<file path="src/rtl/fifo_rd_packer_pkg.sv">
// Shared definitions for the FIFO read-side packer.
//   - FSM state encodings and the state_t enum built from them
//   - LANDING_DEPTH: entries in the landing buffer that absorbs the word in
//     flight when the packer stalls
//   - clog2: constant-evaluable ceiling log2, valid for n >= 1
package fifo_rd_packer_pkg;

    localparam logic [1:0] ENC_IDLE  = 2'd0;
    localparam logic [1:0] ENC_RUN   = 2'd1;
    localparam logic [1:0] ENC_DRAIN = 2'd2;

    typedef enum logic [1:0] {
        IDLE  = ENC_IDLE,
        RUN   = ENC_RUN,
        DRAIN = ENC_DRAIN
    } state_t;

    // One word can be in flight from the FIFO while one more was already
    // in flight the previous cycle, so two entries are enough to never drop.
    localparam int LANDING_DEPTH = 2;

    function automatic int clog2(input int n);
        int r;
        r = 0;
        for (int i = 0; i < 31; i++) begin
            if ((1 << i) < n) r = i + 1;
        end
        return r;
    endfunction

endpackage

</file>
<file path="src/rtl/fifo_rd_packer_skid.sv">
// Small landing buffer for registered-read FIFO consumers.
// A word arriving while the consumer cannot take it is pushed here and is
// drained in order ahead of any later arrival.
// Ports:
//   I_clk, I_rst_n  clock, asynchronous active-low reset
//   I_push          write I_push_data at the tail (caller guarantees not full)
//   I_pop           drop the head entry (caller guarantees not empty)
//   O_head          current head entry
//   O_count         number of stored entries, 0..DEPTH
module fifo_rd_packer_skid
    import fifo_rd_packer_pkg::*;
#(
    parameter  int DSIZE = 8,
    parameter  int DEPTH = LANDING_DEPTH,
    localparam int CW    = clog2(DEPTH + 1)
) (
    input  logic             I_clk,
    input  logic             I_rst_n,
    input  logic             I_push,
    input  logic [DSIZE-1:0] I_push_data,
    input  logic             I_pop,
    output logic [DSIZE-1:0] O_head,
    output logic [CW-1:0]    O_count
);

    localparam int            PW       = (clog2(DEPTH) > 0) ? clog2(DEPTH) : 1;
    localparam logic [PW-1:0] PTR_LAST = PW'(DEPTH - 1);

    logic [DSIZE-1:0] mem [DEPTH];
    logic [PW-1:0]    wr_ptr;
    logic [PW-1:0]    rd_ptr;

    assign O_head = mem[rd_ptr];

    always_ff @(posedge I_clk or negedge I_rst_n) begin
        if (!I_rst_n) begin
            for (int i = 0; i < DEPTH; i++) mem[i] <= '0;
            wr_ptr  <= '0;
            rd_ptr  <= '0;
            O_count <= '0;
        end else begin
            if (I_push) begin
                mem[wr_ptr] <= I_push_data;
                wr_ptr      <= (wr_ptr == PTR_LAST) ? '0 : wr_ptr + 1'b1;
            end
            if (I_pop) begin
                rd_ptr <= (rd_ptr == PTR_LAST) ? '0 : rd_ptr + 1'b1;
            end
            O_count <= O_count + CW'(I_push) - CW'(I_pop);
        end
    end

endmodule

</file>
<file path="src/rtl/fifo_rd_packer.sv">
// Read-side consumer of the asynchronous FIFO (runs on the FIFO read clock).
// Pops DSIZE-bit words, packs RATIO of them into one beat (first word in the
// least significant slot) and emits frames of I_frame_len beats on a
// valid/ready stream, flagging the last beat.
// Ports:
//   I_clk, I_rst_n          clock, asynchronous active-low reset
//   I_start, I_frame_len    start pulse and frame length in beats
//   O_busy, O_done          frame in progress / one-cycle completion pulse
//   O_fifo_rinc             pop request to the FIFO
//   I_fifo_rempty           FIFO empty flag
//   I_fifo_rdata            FIFO read data, valid the cycle after a pop
//   O_valid, I_ready        output handshake
//   O_data, O_last          packed beat and final-beat marker
module fifo_rd_packer
    import fifo_rd_packer_pkg::*;
#(
    parameter int DSIZE = 8,
    parameter int RATIO = 4,
    parameter int LEN_W = 16
) (
    input  logic                   I_clk,
    input  logic                   I_rst_n,
    input  logic                   I_start,
    input  logic [LEN_W-1:0]       I_frame_len,
    output logic                   O_busy,
    output logic                   O_done,
    output logic                   O_fifo_rinc,
    input  logic                   I_fifo_rempty,
    input  logic [DSIZE-1:0]       I_fifo_rdata,
    output logic                   O_valid,
    input  logic                   I_ready,
    output logic [DSIZE*RATIO-1:0] O_data,
    output logic                   O_last
);

    localparam int             PCW       = (clog2(RATIO) > 0) ? clog2(RATIO) : 1;
    localparam int             WLW       = LEN_W + clog2(RATIO);
    localparam int             LCW       = clog2(LANDING_DEPTH + 1);
    localparam int             OW        = DSIZE * RATIO;
    localparam logic [PCW-1:0] PACK_LAST = PCW'(RATIO - 1);

    state_t           state_q, state_nxt;
    logic             inflight_q;
    logic [WLW-1:0]   words_left;
    logic [LEN_W-1:0] beats_left;
    logic             done_q;
    logic             rd_pop;
    logic             start_frame, zero_frame, frame_end;

    logic [LCW-1:0]   land_cnt;
    logic [DSIZE-1:0] land_data;
    logic             land_push, land_pop;
    logic             src_vld;
    logic [DSIZE-1:0] src_data;

    logic [PCW-1:0]   pack_cnt;
    logic [OW-1:0]    pack_p1;
    logic [OW-1:0]    beat_full;
    logic             pack_take, beat_load, beat_is_last;

    logic             vld_p2, last_p2;
    logic [OW-1:0]    data_p2;
    logic             out_free, accept;

    // Pop request uses only registered state and the empty flag; the
    // landing buffer guarantees room for every word already requested.
    assign rd_pop = (state_q == RUN) && (words_left != '0) && !I_fifo_rempty &&
                    ((int'(land_cnt) + int'(inflight_q)) < LANDING_DEPTH);

    // ---- stage p0: FIFO read data / landing buffer ----
    assign src_vld  = (land_cnt != '0) || inflight_q;
    assign src_data = (land_cnt != '0) ? land_data : I_fifo_rdata;

    assign out_free     = !vld_p2 || I_ready;
    assign accept       = vld_p2 && I_ready;
    assign pack_take    = src_vld && ((pack_cnt != PACK_LAST) || out_free);
    assign beat_load    = pack_take && (pack_cnt == PACK_LAST);
    assign land_pop     = pack_take && (land_cnt != '0);
    // The arriving word bypasses the buffer only if the buffer is empty and
    // the packer takes it this cycle; otherwise it lands.
    assign land_push    = inflight_q && !(pack_take && (land_cnt == '0));

    // Beats still unaccepted after this cycle's handshake; the beat being
    // loaded is the last one when it is the only one left.
    assign beat_is_last = accept ? (beats_left == LEN_W'(2)) : (beats_left == LEN_W'(1));

    fifo_rd_packer_skid #(
        .DSIZE (DSIZE),
        .DEPTH (LANDING_DEPTH)
    ) u_land (
        .I_clk       (I_clk),
        .I_rst_n     (I_rst_n),
        .I_push      (land_push),
        .I_push_data (I_fifo_rdata),
        .I_pop       (land_pop),
        .O_head      (land_data),
        .O_count     (land_cnt)
    );

    // ---- stage p1: packer ----
    always_comb begin
        beat_full = pack_p1;
        beat_full[DSIZE*(RATIO-1) +: DSIZE] = src_data;
    end

    always_comb begin
        state_nxt   = state_q;
        start_frame = 1'b0;
        zero_frame  = 1'b0;
        frame_end   = 1'b0;
        case (state_q)
            IDLE: begin
                if (I_start) begin
                    if (I_frame_len != '0) begin
                        start_frame = 1'b1;
                        state_nxt   = RUN;
                    end else begin
                        zero_frame  = 1'b1;
                    end
                end
            end
            RUN: begin
                if (rd_pop && (words_left == WLW'(1))) state_nxt = DRAIN;
            end
            DRAIN: begin
                if (accept && last_p2) begin
                    frame_end = 1'b1;
                    state_nxt = IDLE;
                end
            end
            default: state_nxt = IDLE;
        endcase
    end

    always_ff @(posedge I_clk or negedge I_rst_n) begin
        if (!I_rst_n) begin
            state_q    <= IDLE;
            inflight_q <= 1'b0;
            words_left <= '0;
            beats_left <= '0;
            done_q     <= 1'b0;
            pack_cnt   <= '0;
            pack_p1    <= '0;
            vld_p2     <= 1'b0;
            data_p2    <= '0;
            last_p2    <= 1'b0;
        end else begin
            state_q    <= state_nxt;
            inflight_q <= rd_pop;
            done_q     <= zero_frame || frame_end;

            if (start_frame) begin
                words_left <= WLW'(I_frame_len) * WLW'(RATIO);
                beats_left <= I_frame_len;
            end else begin
                if (rd_pop) words_left <= words_left - 1'b1;
                if (accept) beats_left <= beats_left - 1'b1;
            end

            if (pack_take) begin
                pack_cnt <= (pack_cnt == PACK_LAST) ? '0 : pack_cnt + 1'b1;
                for (int i = 0; i < RATIO; i++) begin
                    if (pack_cnt == PCW'(i)) pack_p1[i*DSIZE +: DSIZE] <= src_data;
                end
            end

            // ---- stage p2: output register ----
            if (beat_load) begin
                vld_p2  <= 1'b1;
                data_p2 <= beat_full;
                last_p2 <= beat_is_last;
            end else if (accept) begin
                vld_p2  <= 1'b0;
                last_p2 <= 1'b0;
            end
        end
    end

    assign O_busy      = (state_q != IDLE);
    assign O_done      = done_q;
    assign O_fifo_rinc = rd_pop;
    assign O_valid     = vld_p2;
    assign O_data      = data_p2;
    assign O_last      = last_p2;

endmodule

</file>
<file path="config.mk">
export PLATFORM = sky130hd
export DESIGN_NAME = fifo_rd_packer
export DESIGN_NICKNAME = d
export VERILOG_FILES = /design/src/rtl/fifo_rd_packer_pkg.sv /design/src/rtl/fifo_rd_packer_skid.sv /design/src/rtl/fifo_rd_packer.sv
export SDC_FILE = /design/constraint.sdc
export NUM_CORES = 1
export LEC_CHECK = 0
export ABC_AREA = 0
export CAP_MARGIN = 20
export CORE_MARGIN = 2
export CORE_UTILIZATION = 56
export DETAILED_ROUTE_END_ITERATION = 8
export PLACE_DENSITY = 0.84
export SYNTH_ARGS = -nofsm -noshare
export SYNTH_HDL_FRONTEND = slang
export SYNTH_SLANG_ARGS = --single-unit
export TNS_END_PERCENT = 10
</file>
<file path="constraint.sdc">
create_clock -name I_clk -period 2.6 [get_ports I_clk]
set_input_delay 0.52 -clock I_clk [delete_from_list [all_inputs] [get_ports I_clk]]
set_output_delay 0.52 -clock I_clk [all_outputs]
set_load 0.005 [all_outputs]
</file>
==> summary.txt, run 1 <==
Die
  • Die W: 102.8 um
  • Die outline area: 10580 um2
  • Die outline height: 102.8 um
  • Standard-cell rows: 36
  • I/O pin count: 66
  • Effective utilization at floorplan: 56.75%
  • Standard cell core area: 9639 um2

Synthesis
  • Post-synthesis xor/xnor area fraction: 3.202%
  • Synthesized area per cell: 11.81 um2
  • Number of standard cells after synthesis: 463
  • Sequential fraction of the synthesis area: 53.98%
  • Number of synthesized register bits: 118
  • Proportion of synthesized area in mux cells: 16.65%
  • Synth Cell Area: 5470 um2
  • Post-synth EDFFs: 0
  • Async set or reset register ratio after synthesis: 100.0%
  • Main combinational cell family by area after synthesis: multiplexers
  • Top cell type by total area after synthesis: dfrtp_1
  • Adder-cell share of the synthesized area: 2.745%
  • Compound-Gate Fraction of Synth Area: 7.434%
  • Post-synthesis simple-gate area fraction: 13.52%
  • Area contributors post-synth: dfrtp_1 (54%), mux2_2 (14%), ha_1 (2.7%)
  • Nets in the synthesized netlist: 504
  • Most instantiated flip-flop cell in the synthesis netlist: dfrtp_1
  • Synth warnings: 0
  • Post-synth top area share: 53.98%
  • Unique masters post-synth: 54

Finish
  • Finished Cell Area: 6950 um2
  • Area growth from synthesis to layout: 27.06%
  • Fillers: 650
  • Net count, final: 599
  • Area of the multi-input gates: 2395 um2
  • Leading cell type in the layout, fill and taps excluded: dfrtp_1
  • Share of layout cells above drive strength 1: 25.09%
  • Seq. cell area: 2954 um2
  • Diodes inserted: 0
  • Leading cell types in the layout, fill and taps excluded: dfrtp_1 (117), mux2_2 (69), clkdlybuf4s50_1 (62), nand2_1 (38), buf_4 (27)

Global route
  • Via count of the first global-routing pass: 4243
  • First-pass GRT wire length: 21180 um
  • Total global routing overflow: 0
  • Largest net degree at the start of global routing: 54
  • Number of antenna violations at the first check in global routing: 0
  • Total routing resource utilization after global routing: 26.64%

Place
  • Last weighted congestion value of the routability-driven placer: 0.8981
  • Buffers on Ports: 65
  • Placed instance area: 6384 um2
  • DP HPWL: 8448 um

STA
  • RSZ-0062 raised after global routing: no
  • Min cycle time layout: 2.503 ns
  • Final setup skew: 0.005442 ns
  • Maximum clock frequency: 0.3995 GHz
  • Headroom to the max-slew limit: 52.32%
  • Number of endpoints with negative hold slack in the final report: 0
  • Fraction of the cycle the final worst path needs: 96.27%
  • Number of max-slew violations in the final report: 0
  • Number of failing setup endpoints in the final timing report: 0
  • Measured slew at the worst slew-check pin: 0.7077 ns
  • Worst hold slack across all endpoints: 0.04429 ns

Min path
  • Worst hold path class: in -> async

Detailed routing
  • DRT iter0 DRCs: 202
  • DR pass1 iterations: 5
  • Total via count in the routed design: 4088
  • Antenna viol nets, final: 0
  • Via density per instance: 5.815
  • DRC: 0
  • Total detailed-routing wirelength: 12870 um
  • Average wire length per cell after detail routing: 18.30 um

Clocking
  • Clock insertion delay at the later pin of the skew report: 0.51 ns
  • Clk slew on worst S/H paths: 0.06 ns
  • Total number of H-tree levels: 4
  • Post-CTS Hold Fix Bufs: 0
  • Number of clock sinks seen by CTS: 118
  • CTS tree: built
  • Clock buffers created by TritonCTS: 17
  • CTS Root Buffer Type: clkbuf_8
  • Number of buffers between clock root and the deepest sink: 2

Power
  • Internal Dissipation: 5.761 mW
  • Clock network fraction of total power: 23.0%
  • Part of the power in registers: 38.6%
  • Switching share of power: 34.91%
  • Tot Pwr: 8.852 mW
  • PwrDens: 1274 nW/um2
  • Part of the total power dissipated in combinational logic: 38.4%
  • Peak ir drop on the vdd network: 0.5771 mV
  • Switching power of the nets: 3.091 mW
  • Static Leak: 2.992 nW

Flow run
  • Max-cap violations: 0

Critical path
  • Capturing element type of the critical path: primary output
  • Delay of the slowest cell on the worst path: 0.44 ns
  • Critical path class: reg -> out
  • Data arrival time of the critical path: 1.98 ns
  • Critical path fanouts, max: 5
  • Req. time, crit path: 2.08 ns
  • Type of element launching the critical path: flop
  • Crit path cell chain: nor4_4 -> and3_4 -> a21o_2 -> inv_2 -> dlygate4sd2_1
  • Slowest cell on crit path: dfrtp_1

Outcome
  • Outcome: complete, no violations
## worst max-delay path: cells and delay by family (launching register included)
family | cells | cell delay, ns
AO/OA/AOI/OAI | 1 | 0.15
AND/OR/NAND/NOR | 2 | 0.58
flip-flops | 1 | 0.44
buffers and inverters | 2 | 0.29
## what timing repair did
item / 4_1_cts / 5_1_grt
buffers inserted: 4 / 1
pin swaps: 2 / 1
gates resized for setup: 4 / 2
setup endpoints to repair: 1 / 1
## stage by stage
stage               std cells  setup TNS (ns)  utilization (%)  worst slack [ns]
floorplan                 463               0                -            0.6238
global placement          667         -0.1116            66.23           -0.1116
finish                    703               0            72.11           0.09691
CTS                       702               0            71.99           0.08081
detailed placement        667         -0.1196            66.23           -0.1152
global route              703               0            72.11          0.002968
## cells by family after synthesis
family / after synthesis
and+or+nand+nor: 137
DFF: 118
muxes: 82
AOI/OAI and AO/OA: 63
buffers and inverters: 31
xor gates and xnor gates: 20
adders and majority gates: 12
## Yosys cell counts, types with 2 or more instances
cell type	count
o21ai_1	2
o311ai_1	2
or3_1	9
xnor2_1	14
inv_1	14
clkbuf_1	8
a32oi_1	2
nor3b_1	3
a31oi_1	6
mux2_1	3
o211ai_1	3
ha_1	12
o21ai_0	21
nor4_1	11
nor2b_1	2
o31ai_1	4
nor3_1	6
a21oi_1	11
or4_1	6
and3_1	2
and4_1	2
mux2i_1	10
nand4_1	2
nand3b_1	2
nand3_1	21
mux2_2	69
dfrtp_1	118
buf_2	6
nor2_1	23
nand2_1	38
xor2_1	6
o41ai_1	2
o221ai_1	2
## routing by layer
| layer | part of all wire (%) | global-route usage [%] | vias up |
|---|---|---|---|
| li1 | - | - | 1876 |
| met1 | 41 | 32.78 | 2025 |
| met2 | 51 | 45.35 | 153 |
| met3 | 5.5 | 6.576 | 34 |
| met4 | 2.7 | 10.73 | 0 |
| met5 | 0 | 0 | - |
## registers in the layout (all words and copies together) (netlist names), 2 cells and up
signal	count
beats_left	16
state_q	2
pack_p1	24
u_land.mem	16
u_land.O_count	2
words_left	18
O_data	32
pack_cnt	2
## power by group through the flow
| stage | combinational (mW) | sequential [mW] | clock, mW |
|---|---|---|---|
| floorplan | 2.13 | 3.23 | 0 |
| global placement | 3.11 | 3.34 | 0 |
| detailed placement | 3.26 | 3.41 | 0 |
| CTS | 3.41 | 3.40 | 2.05 |
| global route | 3.74 | 3.52 | 2.15 |
| finish | 3.40 | 3.42 | 2.04 |
## cell type report
cell class / instances / share of cell area, %
flip-flops and latches: 118 / 42.50
multi-input cells: 314 / 34.46
repair buffers: 92 / 12.39
clock buffers: 17 / 5.959
well taps: 133 / 2.394
clock inverters: 14 / 1.494
inverters: 15 / 0.8101
## path summary, 6_finish.rpt
kind                                            start                    endpoint  slack (ns)  cells past startpoint
max                        words_left[10]$_DFFE_PN0P_                 O_fifo_rinc         0.1                      5
min                                           I_rst_n   beats_left[3]$_DFFE_PN0P_        0.04                      1
max reg2reg                 words_left[1]$_DFFE_PN0P_  words_left[10]$_DFFE_PN0P_        0.37                      8
min reg2reg                    state_q[0]$_DFFE_PN0P_            O_done$_DFF_PN0_        0.50                      1
max in group asynchronous                     I_rst_n      O_data[31]$_DFFE_PN0P_        1.86                      2
min in group I_clk             state_q[0]$_DFFE_PN0P_            O_done$_DFF_PN0_        0.50                      1
(Power assumes the default switching activity.)
==> run 2, diff against run 1 <==
--- a/config.mk
+++ b/config.mk
@@ -5,12 +5,13 @@
 export SDC_FILE = /design/constraint.sdc
 export NUM_CORES = 1
 export LEC_CHECK = 0
-export ABC_AREA = 0
+export ABC_AREA = 1
 export CAP_MARGIN = 20
+export CORE_ASPECT_RATIO = 0.75
 export CORE_MARGIN = 2
-export CORE_UTILIZATION = 56
+export CORE_UTILIZATION = 57
 export DETAILED_ROUTE_END_ITERATION = 8
-export PLACE_DENSITY = 0.84
+export PLACE_DENSITY = 0.85
 export SYNTH_ARGS = -nofsm -noshare
 export SYNTH_HDL_FRONTEND = slang
 export SYNTH_SLANG_ARGS = --single-unit
==> summary.txt, run 2 <==
Outcome
  • Outcome: complete, no violations (unchanged)

Synthesis
  • Most instantiated flip-flop cell in the synthesis netlist: dfrtp_1 (unchanged)
  • Synth Cell Area: 5983 um2 (was 5470 um2)
  • Most numerous cell in the Yosys netlist: nand2_1 (was dfrtp_1)
  • Synth warnings: 0 (unchanged)
  • Unique masters post-synth: 33 (was 54)
  • Post-synth top area share: 49.35% (was 53.98%)
  • Area contributors post-synth: dfrtp_1 (49%), nand2_1 (16%), nand3_1 (7.5%) (was dfrtp_1 (54%), mux2_2 (14%), ha_1 (2.7%))
  • Synthesized area per cell: 7.781 um2 (was 11.81 um2)
  • Sequential fraction of the synthesis area: 49.35% (was 53.98%)
  • Commonest cells in the netlist: nand2_1 (249), dfrtp_1 (118), nand3_1 (90), inv_1 (82), nor2_1 (61) (was dfrtp_1 (118), mux2_2 (69), nand2_1 (38), nor2_1 (23))
  • Async set or reset register ratio after synthesis: 100.0% (unchanged)
  • Number of standard cells after synthesis: 769 (was 463)
  • Post-synth EDFFs: 0 (unchanged)
  • Nets in the synthesized netlist: 810 (was 504)
  • Number of synthesized register bits: 118 (unchanged)
  • Top cell type by total area after synthesis: dfrtp_1 (unchanged)

Finish
  • Leading cell types in the layout, fill and taps excluded: nand2_1 (249), dfrtp_1 (118), nand3_1 (90), inv_1 (81), clkdlybuf4s50_1 (64) (was dfrtp_1 (117), mux2_2 (69), clkdlybuf4s50_1 (62), nand2_1 (38), buf_4 (27))
  • Finished Cell Area: 7417 um2 (was 6950 um2)
  • Share of layout cells above drive strength 1: 8.451% (was 25.09%)
  • Net count, final: 882 (was 599)
  • Leading cell type in the layout, fill and taps excluded: nand2_1 (was dfrtp_1)
  • Finished Layout Cells: 988 (was 703)
  • Fillers: 763 (was 650)
  • Area growth from synthesis to layout: 23.96% (was 27.06%)
  • Largest register FFs: 32 (unchanged)
  • Area of the multi-input gates: 2569 um2 (was 2395 um2)
  • Diodes inserted: 0 (unchanged)
  • Seq. cell area: 2953 um2 (was 2954 um2)

Detailed routing
  • DR pass1 iterations: 6 (was 5)
  • DRC: 0 (unchanged)
  • Total via count in the routed design: 5461 (was 4088)
  • Average wire length per cell after detail routing: 15.99 um (was 18.30 um)
  • Via density per instance: 5.527 (was 5.815)
  • DRT iter0 DRCs: 667 (was 202)
  • Total detailed-routing wirelength: 15790 um (was 12870 um)
  • Antenna viol nets, final: 0 (unchanged)

STA
  • Measured slew at the worst slew-check pin: 0.7603 ns (was 0.7077 ns)
  • Maximum clock frequency: 0.4012 GHz (was 0.3995 GHz)
  • Number of failing setup endpoints in the final timing report: 0 (unchanged)
  • Number of max-slew violations in the final report: 0 (unchanged)
  • Final setup margin: 0.1073 ns (was 0.09691 ns)
  • Fraction of the cycle the final worst path needs: 95.87% (was 96.27%)
  • Number of endpoints with negative hold slack in the final report: 0 (unchanged)
  • Headroom to the max-slew limit: 49.31% (was 52.32%)
  • Worst hold slack across all endpoints: 0.1012 ns (was 0.04429 ns)
  • RSZ-0062 raised after global routing: no (unchanged)
  • Min cycle time layout: 2.493 ns (was 2.503 ns)
  • Final-layout setup total negative slack: 0 ns (unchanged)
  • Final setup skew: 0.01224 ns (was 0.005442 ns)

Power
  • Static Leak: 3.672 nW (was 2.992 nW)
  • PwrDens: 1319 nW/um2 (was 1274 nW/um2)
  • Peak ir drop on the vdd network: 0.6330 mV (was 0.5771 mV)

Clocking
  • CTS Root Buffer Type: clkbuf_16 (was clkbuf_8)
  • Total number of H-tree levels: 4 (unchanged)
  • Setup Fix Bufs, Post-CTS: 0 (was 4)
  • CTS tree: built (unchanged)
  • Clock insertion delay at the later pin of the skew report: 0.41 ns (was 0.51 ns)
  • Clk slew on worst S/H paths: 0.05 ns (was 0.06 ns)
  • Number of buffers between clock root and the deepest sink: 2 (unchanged)
  • Number of clock sinks seen by CTS: 118 (unchanged)
  • Post-CTS Hold Fix Bufs: 0 (unchanged)
  • Clock buffers created by TritonCTS: 17 (unchanged)

Die
  • Standard-cell rows: 32 (was 36)
  • Die outline height: 92.73 um (was 102.8 um)
  • Standard cell core area: 10250 um2 (was 9639 um2)
  • Die W: 122.3 um (was 102.8 um)
  • I/O pin count: 66 (unchanged)
  • Effective utilization at floorplan: 58.37% (was 56.75%)
  • Die outline area: 11340 um2 (was 10580 um2)

Critical path
  • Worst R2R End: O_data[6]$_DFFE_PN0P_ (was words_left[10]$_DFFE_PN0P_)
  • Capturing element type of the critical path: primary output (unchanged)
  • Flop2flop setup slack: 0.56 ns (was 0.37 ns)
  • Type of element launching the critical path: flop (unchanged)
  • Launch instance of the worst register-to-register path: u_land.O_count[1]$_DFF_PN0_ (was words_left[1]$_DFFE_PN0P_)
  • R2R cell count: 6 (was 8)
  • Req. time, crit path: 2.08 ns (about the same)
  • Critical path fanouts, max: 4 (was 5)
  • Critical path class: reg -> out (unchanged)
  • Data arrival time of the critical path: 1.97 ns (was 1.98 ns)

Global route
  • First-pass GRT wire length: 26190 um (was 21180 um)
  • Met1 global-route usage: 42.54% (was 32.78%)
  • Via count of the first global-routing pass: 5224 (was 4243)
  • Total routing resource utilization after global routing: 30.13% (was 26.64%)
  • Global routing usage on met2: 45.32% (was 45.35%)
  • Largest net degree at the start of global routing: 59 (was 54)
  • Number of antenna violations at the first check in global routing: 0 (unchanged)
  • Met3 Usage GRT: 6.712% (was 6.576%)
  • Busiest grt layer: met2 (unchanged)
  • Total global routing overflow: 0 (unchanged)

Place
  • Pre-CTS WS: 0.1863 ns (was -0.1152 ns)
  • Placed instance area: 6749 um2 (was 6384 um2)
  • Last weighted congestion value of the routability-driven placer: 0.9717 (was 0.8981)
  • DP HPWL: 10740 um (was 8448 um)
  • Buffers on Ports: 65 (unchanged)
  • # placed instances: 958 (was 667)

Flow run
  • Max-cap violations: 0 (unchanged)

Min path
  • Worst hold path class: in -> async (unchanged)
[run 2: changes by cell type in the layout (fill, tap and decap cells not counted), sizes merged, moves of 6 or more]
cell / previous run / this run
a22oi: 0 / 8
a31oi: 6 / 0
buf: 28 / 12
inv: 19 / 85
mux2: 72 / 0
mux2i: 10 / 0
nand2: 38 / 254
nand3: 21 / 90
nor2: 23 / 69
nor4: 12 / 1
o21ai: 23 / 76
or3: 9 / 0
or4: 6 / 0
xnor2: 14 / 2
[run 2: what timing repair did]
action | 4_1_cts | 5_1_grt
gates resized for setup | 0 | 5
endpoints found under the setup margin | 0 | 1
endpoints found under the hold margin | 0 | 0
[run 2: final cells by class]
type	instances	area share, %
flip-flops and latches	118	39.81
multi-input cells	541	34.63
clock buffers	21	6.478
inverters	87	4.437
clock inverters	9	2.328
well taps	136	2.294
repair buffers	76	10.02
[run 2: worst max path at each step]
stage,to,start,cells past startpoint,slack (ns)
after floorplan,O_fifo_rinc,words_left[0]$_DFFE_PN0P_,8,0.86
after global placement,O_fifo_rinc,I_fifo_rempty,7,0.20
after detailed placement,O_fifo_rinc,I_fifo_rempty,7,0.19
after CTS,O_fifo_rinc,words_left[0]$_DFFE_PN0P_,8,0.04
after global routing,O_fifo_rinc,words_left[6]$_DFFE_PN0P_,7,0.002
final,O_fifo_rinc,words_left[6]$_DFFE_PN0P_,7,0.11
[run 2: critical path, stage by stage, from the launching register on]
cell             delay (ns)
dfrtp_1                0.44
nor2_1                 0.21
nand2_1                0.13
nor2_1                 0.14
nand2_2                0.10
nand2_4                0.08
inv_2                  0.04
clkdlybuf4s50_1        0.43
[run 2: kinds of logic (layout without fill, tap and decap cells)]
logic type | Yosys count | after routing | synth area share, %
fa+ha+maj | 12 | 12 | 2.509
compound gates | 95 | 95 | 8.888
flops | 118 | 118 | 49.35
simple gates | 427 | 427 | 30.26
xor+xnor | 7 | 7 | 1.025
buf+inv | 110 | 193 | 7.967
[run 2: report_power, final]
| part | internal [mW] | switching, mW | total (mW) | leakage (nW) |
|---|---|---|---|---|
| clock | 1.79 | 0.809 | 2.60 | 0.321 |
| sequential | 2.64 | 0.626 | 3.26 | 1.49 |
| combinational | 1.48 | 2.45 | 3.92 | 1.86 |
[run 2: through the flow]
| stage | util (%) | power, mW |
|---|---|---|
| 2_1_floorplan | - | 5.716 |
| 3_3_place_gp | 65.84 | 6.813 |
| 3_5_place_dp | 65.84 | 7.007 |
| 4_1_cts | 72.22 | 9.719 |
| 5_1_grt | 72.36 | 10.48 |
| 6_report | 72.36 | 9.781 |
[run 2: layer usage]
layer | vias to the layer above | part of all wire [%]
li1 | 2593 | -
met1 | 2584 | 44
met2 | 243 | 46
met5 | - | 0
met4 | 0 | 2.6
met3 | 41 | 7.8
